### src/rtl/key_schedule_encryption.sv
// BORON encryption key schedule: loads an 80-bit master key and streams round keys 0..NROUNDS
// over valid/ready. Optional final key output is enabled by defining KEY_SCHED_FINAL_KEY_EN.
module key_schedule_encryption #(
  parameter int NROUNDS = 25
) (
  input  logic        clk,
  input  logic        rst,
  input  logic        start,
  input  logic [79:0] key_in,
  output logic        busy,
  output logic        rk_valid,
  input  logic        rk_ready,
  output logic [63:0] rk_data,
  output logic [4:0]  rk_index,
  output logic        done
`ifdef KEY_SCHED_FINAL_KEY_EN
  ,
  output logic [79:0] final_key
`endif
);

  typedef enum logic [1:0] {
    S_IDLE = 2'd0,
    S_RUN  = 2'd1,
    S_DONE = 2'd2
  } state_t;

  localparam logic [4:0] LAST_ROUND = 5'(NROUNDS);

  state_t      r_state;
  state_t      w_state_nxt;
  logic [79:0] r_key;
  logic [79:0] w_key_nxt;
  logic [4:0]  r_round;
  logic [4:0]  w_round_nxt;
  logic        r_busy;
  logic        w_busy_nxt;
  logic        r_rk_valid;
  logic        w_rk_valid_nxt;
  logic [63:0] r_rk_data;
  logic [63:0] w_rk_data_nxt;
  logic        r_done;
  logic        w_done_nxt;
  logic [79:0] w_key_upd;
  logic        w_hs;
`ifdef KEY_SCHED_FINAL_KEY_EN
  logic [79:0] r_final_key;
  logic [79:0] w_final_key_nxt;
`endif

  function automatic logic [3:0] s_box_encryption(input logic [3:0] x);
    logic [3:0] y;
    case (x)
      4'h0:    y = 4'hE;
      4'h1:    y = 4'h4;
      4'h2:    y = 4'hB;
      4'h3:    y = 4'h1;
      4'h4:    y = 4'h7;
      4'h5:    y = 4'h9;
      4'h6:    y = 4'hC;
      4'h7:    y = 4'hA;
      4'h8:    y = 4'hD;
      4'h9:    y = 4'h2;
      4'hA:    y = 4'h0;
      4'hB:    y = 4'hF;
      4'hC:    y = 4'h8;
      4'hD:    y = 4'h5;
      4'hE:    y = 4'h3;
      4'hF:    y = 4'h6;
      default: y = 4'h0;
    endcase
    return y;
  endfunction

  // Rotate left 13, substitute the low nibble, then mix the round counter into bits 63:59.
  function automatic logic [79:0] key_update(input logic [79:0] k, input logic [4:0] r);
    logic [79:0] t;
    t        = {k[66:0], k[79:67]};
    t[3:0]   = s_box_encryption(t[3:0]);
    t[63:59] = t[63:59] ^ r;
    return t;
  endfunction

  assign w_key_upd = key_update(r_key, r_round);
  assign w_hs      = r_rk_valid & rk_ready;

  // Next-state and next-register values; rk_ready only reaches register inputs.
  always_comb begin
    w_state_nxt    = r_state;
    w_key_nxt      = r_key;
    w_round_nxt    = r_round;
    w_busy_nxt     = r_busy;
    w_rk_valid_nxt = r_rk_valid;
    w_rk_data_nxt  = r_rk_data;
    w_done_nxt     = 1'b0;
`ifdef KEY_SCHED_FINAL_KEY_EN
    w_final_key_nxt = r_final_key;
`endif
    case (r_state)
      S_IDLE: begin
        if (start) begin
          w_state_nxt    = S_RUN;
          w_key_nxt      = key_in;
          w_round_nxt    = 5'd0;
          w_busy_nxt     = 1'b1;
          w_rk_valid_nxt = 1'b1;
          w_rk_data_nxt  = key_in[63:0];
`ifdef KEY_SCHED_FINAL_KEY_EN
          w_final_key_nxt = 80'd0;
`endif
        end else begin
          w_state_nxt = S_IDLE;
        end
      end
      S_RUN: begin
        if (w_hs && (r_round == LAST_ROUND)) begin
          w_state_nxt    = S_DONE;
          w_rk_valid_nxt = 1'b0;
          w_done_nxt     = 1'b1;
`ifdef KEY_SCHED_FINAL_KEY_EN
          w_final_key_nxt = r_key;
`endif
        end else if (w_hs) begin
          w_key_nxt     = w_key_upd;
          w_round_nxt   = r_round + 5'd1;
          w_rk_data_nxt = w_key_upd[63:0];
        end else begin
          w_state_nxt = S_RUN;
        end
      end
      S_DONE: begin
        // Return the visible outputs to their idle values.
        w_state_nxt   = S_IDLE;
        w_busy_nxt    = 1'b0;
        w_round_nxt   = 5'd0;
        w_rk_data_nxt = 64'd0;
      end
      default: begin
        w_state_nxt    = S_IDLE;
        w_busy_nxt     = 1'b0;
        w_rk_valid_nxt = 1'b0;
        w_round_nxt    = 5'd0;
        w_rk_data_nxt  = 64'd0;
      end
    endcase
  end

  // State register.
  always_ff @(posedge clk or posedge rst) begin
    if (rst) begin
      r_state <= S_IDLE;
    end else begin
      r_state <= w_state_nxt;
    end
  end

  // Key, round counter and registered outputs.
  always_ff @(posedge clk or posedge rst) begin
    if (rst) begin
      r_key      <= 80'd0;
      r_round    <= 5'd0;
      r_busy     <= 1'b0;
      r_rk_valid <= 1'b0;
      r_rk_data  <= 64'd0;
      r_done     <= 1'b0;
    end else begin
      r_key      <= w_key_nxt;
      r_round    <= w_round_nxt;
      r_busy     <= w_busy_nxt;
      r_rk_valid <= w_rk_valid_nxt;
      r_rk_data  <= w_rk_data_nxt;
      r_done     <= w_done_nxt;
    end
  end

`ifdef KEY_SCHED_FINAL_KEY_EN
  // Final key state captured on the last handshake, used to seed the decryption schedule.
  always_ff @(posedge clk or posedge rst) begin
    if (rst) begin
      r_final_key <= 80'd0;
    end else begin
      r_final_key <= w_final_key_nxt;
    end
  end

  assign final_key = r_final_key;
`endif

  assign busy     = r_busy;
  assign rk_valid = r_rk_valid;
  assign rk_data  = r_rk_data;
  assign rk_index = r_round;
  assign done     = r_done;

endmodule
### config.mk
export PLATFORM = sky130hd
export DESIGN_NAME = key_schedule_encryption
export DESIGN_NICKNAME = d
export VERILOG_FILES = /design/src/rtl/key_schedule_encryption.sv
export SDC_FILE = /design/constraint.sdc
export NUM_CORES = 1
export LEC_CHECK = 0
export ABC_AREA = 0
export CAP_MARGIN = 0
export CELL_PAD_IN_SITES_DETAIL_PLACEMENT = 0
export CELL_PAD_IN_SITES_GLOBAL_PLACEMENT = 1
export CORE_ASPECT_RATIO = 0.7
export CORE_MARGIN = 3
export CORE_UTILIZATION = 35
export CTS_CLUSTER_SIZE = 28
export DETAILED_ROUTE_END_ITERATION = 16
export PLACE_DENSITY = 0.8
export SETUP_SLACK_MARGIN = 0.5
export SYNTH_ARGS = -nofsm -noshare
export SYNTH_HDL_FRONTEND = slang
export SYNTH_SLANG_ARGS = --single-unit
### constraint.sdc
create_clock -name clk -period 5.65 [get_ports clk]
set_input_delay 1.4125 -clock clk [delete_from_list [all_inputs] [get_ports clk]]
set_output_delay 1.4125 -clock clk [all_outputs]
set_load 0.05 [all_outputs]
; Yosys cells after proc, flatten, opt, wreduce, memory -nomap -nowiden
; Memories as Yosys holds them, arrays and structs flattened.
; Cells that the tools add are included.
[word_totals]
register_bits = 154
rom_bits = 64
inputBits = 84
output_inout_bits = 72
wordCells = 50
memories = 1
[memory_table]
columns = memory, depth, word_bits, rd, rd_ports_with_merged_regs, write_ports, line_no
row1 = (no name shown), 16, 4, 1, 0, 0, 53  ; case (x)
[classes]
n_addsub = 1
n_eq_ne = 8
mux = 22
bitwise = 4
n_reduce_logical = 7
[op_table]
columns = op, count
row1 = two-way mux 80 bit, 3
row2 = two-way mux 64 bit, 3
row3 = case mux 80 bit (2 select lines), 1
row4 = case mux 64 bit (2 select lines), 1
row5 = two-way mux 5 bit, 3
row6 = case mux 5 bit (2 select lines), 1
row7 = != test 2 bit (second input constant), 4
row8 = AND reduction 3 bit, 2
row9 = adder 5 x 1 -> 5 bit (second input constant), 1
row10 = == test 5 bit (second input constant), 1
row11 = two-way mux 1 bit, 5
row12 = XOR 5 bit, 1
row13 = two-way mux 2 bit, 2
row14 = case mux 2 bit (2 select lines), 1
row15 = AND reduction 4 bit, 1
row16 = != test 3 bit (second input constant), 1
row17 = case mux 1 bit (3 select lines), 1
row18 = == test 2 x 1 -> 1 bit (second input constant), 1
row19 = == test 2 bit (second input constant), 1
row20 = zero test 2 bit, 1
row21 = inverter 1 bit, 2
row22 = case mux 1 bit (2 select lines), 1
row23 = AND reduction 2 bit, 1
row24 = nonzero test 2 bit, 1
row25 = other kinds (2), 2

; Logic depth before layout (Yosys ltp)
[depth]
ltp_word = 4
depth_mapped = 8
mapped_depth_nobuf = 6

; Least setup slack after synthesis
; Ideal clock, no wire load.
[synth_path]
kind = input port to flip-flop
start = in rk_ready
end = reg r_key[29]
setup_ns = 0.118
t_arrival_ns = 2.515
t_required_ns = 5.532
setup_slack_ns = 3.017
cell_stages = 7
path_cell_list = and2_1 clkbuf_1 a32oi_2 buf_4 buf_4 nor2_1 a21o_1
[synth_between]
elab_chain_len = 4
elab_cells_between_ends = 5
[synth_rtl]
columns = element, line_no
row1 = start: declaration, 12  ; input logic rk_ready,
row2 = bitwise AND 1 bit (*), 85  ; assign w_hs = r_rk_valid & rk_ready;
row3 = logical AND 1 bit, 116  ; if (w_hs && (r_round == LAST_ROUND)) begin
row4 = != test 2 bit (no line), n/a
row5 = AND reduction 4 bit (no line) (*), n/a
row6 = end signal: assignment, 167  ; r_key <= w_key_nxt;
row7 = end: declaration, 32  ; logic [79:0] r_key;
; Mark *: on every way between the ends. The rest lies on a longest branch, timed or not.
; A chain may end at the register's enable or synchronous reset.

; Final worst setup path
[layout_path]
start = reg r_round[0] (netlist: rk_index[0])
end = out rk_index[0]
[layout_lines]
columns = element, line_no
row1 = start: declaration, 34  ; logic [4:0] r_round;
row2 = start signal: assignment, 168  ; r_round <= w_round_nxt;
row3 = end: declaration, 14  ; output logic [4:0] rk_index,
; No word-level cell between the ends.

==> results.toml <==
[power]
power_density_nw_per_um2 = 663
p_leak_nw = 4.92
internal-power_mw = 3.38
power_frac_clock_pct = 20.1
ir_worst_vdd_mv = 0.389
p_switching_mw = 2.58
switching_share_pct = 43.3
p_seq_share_pct = 31.9
comb_power_share_pct = 48.0
p_total_mw = 5.96

[grt]
grt_pass1_wl_um = 29600
grt_pass1_vias = 5165
overflow = 0
grt_usage_pct = 18.8
antenna_found_initial = 0
grt_max_degree = 155

[logic_synthesis]
synthTopCellsByArea = "dfrtp_1 (58%), a21o_1 (14%), mux2i_1 (8.4%)"
netlist.area_leader.share_pct = 58.5
syn_inst = 587
ys_seq_area_share_pct = 58.5
syn-num-nets = 675
async_reset_ff_share_pct = 100
ys_types = 30
synth_warnings = 0
synth_common_cells = "dfrtp_1 (154), a21o_1 (122), nand2_1 (60), mux2i_1 (55), nor2_1 (54)"
yosysMostFrequentCell = "dfrtp_1"
synth_edf_count = 0
synth_seq_cells = 154
ys.flop_type = "dfrtp_1"
synth_top_area_cell = "dfrtp_1"
avgSynthCellArea_um2 = 11.2
syn_area_um2 = 6590

[sta]
fin_crit_ns = 3.19
setup_viol = 0
fmax_mhz = 313
finalHoldViolations = 0
rsz0062_at_grt = "false"
finalCritPeriodShare_pct = 56.5
finalMaxSlewViolations = 0
slew_headroom_pct = 37.0
finClkSkew_ns = 0.0153
max_slew.worst_pin.slew_ns = 0.945
fin_tns_setup_ns = 0
whs_ns = 0.478

[setup_path]
crit_chain = "clkdlybuf4s50_1"
critPathArrivalTime_ns = 1.78
slowest_stage = "clkdlybuf4s50_1"
regToRegStartpoint = "r_state[0]$_DFFE_PP0P_"
critPathKind = "reg -> out"
critical_path_buf_inv_count = 1
critPathTopFamily = "buffers and inverters"
crit_fanout = 7
worst_ep_required_time_ns = 4.24
critPathMaxStageDelay_ns = 0.88
endpoint_kind = "output port"
cp-start-kind = "register"
rr_worst_depth = 4
timing.reg2reg.setup_slack_ns = 3.09
regToRegEndpoint = "rk_index[3]$_DFFE_PP0P_"

[placed_design]
dpl.hpwl_um = 13500
gp_congestion = 0.918
io_buffers = 155
dp.cells = 947

[outcome]
status = "finished, final reports clean"

[min_path]
hold_depth = 1
worstHoldPathType = "reg -> reg"
holdPathEnd = "r_key[55]$_DFFE_PP0P_"
holdCritStartpoint = "r_key[55]$_DFFE_PP0P_"

[finish]
final_nets = 818
n_fill_cell = 1652
area_delta_synth_final_pct = 36.3
layoutNonFillerInstCount = 980
drive_above_1_share_pct = 6.46

[route]
wl_per_cell_um = 19.4
drt-vias-per-instance = 5.11
drtPass1Iterations = 4
post-route-drc-count = 0
finalWirelength_um = 19000
ant_nets = 0
drtIter0Drc = 437
vias = 5004

[clocking]
cts.sinks = 154
cts_htree_levels = 4
clockRootBuffer = "clkbuf_16"
cts_max_path_buffers = 2
ctsResizeCount = 0
holdBufCountCts = 0
path_clk_slew_ns = 0.07
cts_setup_buffers = 0
cts_tree = "yes"
clk_latency_ns = 0.42
cts_buffers = 17

[floorplan]
fp.coreArea_um2 = 18300
die_w_um = 170
start_util_pct = 36.1
die_h_um = 121
ios = 156
row_count = 41
die-area_um2 = 20500

[job]
maxCapViolCount = 0
==> per-stage QoR <==
step | cell area (um2) | util, % | setup slack, ns
global placement | 8370 | 45.8 | 2.23
detailed placement | 8370 | 45.8 | 2.19
CTS | 8990 | 49.2 | 2.42
global route | 8990 | 49.2 | 2.40
floorplan | 6600 | - | 2.29
finish | 8990 | 49.2 | 2.46
==> power groups by stage <==
stage / Sequential [mW] / Combinational, mW / Clock [mW]
CTS: 1.90 / 2.88 / 1.22
finish: 1.90 / 2.86 / 1.20
detailed placement: 1.91 / 2.87 / 0
global route: 1.95 / 3.08 / 1.27
floorplan: 2.52 / 1.32 / 0
global placement: 1.90 / 2.82 / 0
==> worst max path at each step <==
stage	end	depth (start not counted)	slack, ns	start
floorplan	busy$_DFFE_PP0P_	1	2.29	rst
global placement	rk_index[3]$_DFFE_PP0P_	6	2.23	start
detailed placement	rk_index[3]$_DFFE_PP0P_	6	2.19	start
CTS	rk_index[0]	1	2.42	rk_index[0]$_DFFE_PP0P_
global route	rk_index[0]	1	2.40	rk_index[0]$_DFFE_PP0P_
finish	rk_index[0]	1	2.46	rk_index[0]$_DFFE_PP0P_
==> sequential cells by signal, indices dropped and copies added, names as in the netlist <==
signal    count
r_key        80
rk_valid      1
busy          1
done          1
rk_index      5
rk_data      64
r_state       2
==> cell usage in the layout (no fill, tap or decap), types with 2 or more instances in the layout <==
cell type / n
a211o_1: 2
a21o_1: 122
a21oi_1: 25
a31o_2: 2
and2_1: 4
buf_12: 2
buf_4: 6
bufinv_16: 3
clkbuf_16: 17
clkbuf_8: 2
clkdlybuf4s50_1: 155
clkinvlp_4: 6
dfrtp_1: 153
ha_1: 4
inv_1: 5
inv_6: 4
mux2i_1: 55
nand2_1: 60
nand2b_1: 3
nand3_1: 6
nor2_1: 54
nor2b_1: 6
o21ai_0: 28
xor2_1: 5
==> layer usage <==
metal | GRT usage [%] | wire length (um) | part of all wire, %
met2 | 27.1 | 8030 | 42
met3 | 5.26 | 1330 | 7.0
met4 | 4.15 | 80 | 0.42
met1 | 28.3 | 9550 | 50
met5 | 0 | 0 | 0
==> final cells by class <==
| class | instances | area, um2 | area share, % |
|---|---|---|---|
| timing repair buffer | 163 | 1640 | 18.2 |
| clock buffer | 20 | 457 | 5.08 |
| clock inverter | 12 | 163 | 1.81 |
| tap | 236 | 295 | 3.29 |
| antenna | 1 | 2.50 | 0.0278 |
| sequential | 154 | 3850 | 42.9 |
| multi-input combinational | 388 | 2550 | 28.4 |
| inverter | 6 | 26.3 | 0.292 |
==> kinds of logic (layout without fill, tap and decap cells) <==
kind of cell | count (synthesis) | after routing | synth area share, %
AO/OA/AOI/OAI | 183 | 183 | 19.1
flip-flops | 154 | 154 | 58.5
AND/OR/NAND/NOR | 139 | 139 | 8.88
multiplexers | 56 | 56 | 8.69
buffers and inverters | 45 | 201 | 3.26
XOR/XNOR | 6 | 6 | 0.797
adder cells (fa/ha/maj) | 4 | 4 | 0.759
other | 0 | 1 | 0
No activity file was read; power rests on OpenSTA's default activity.
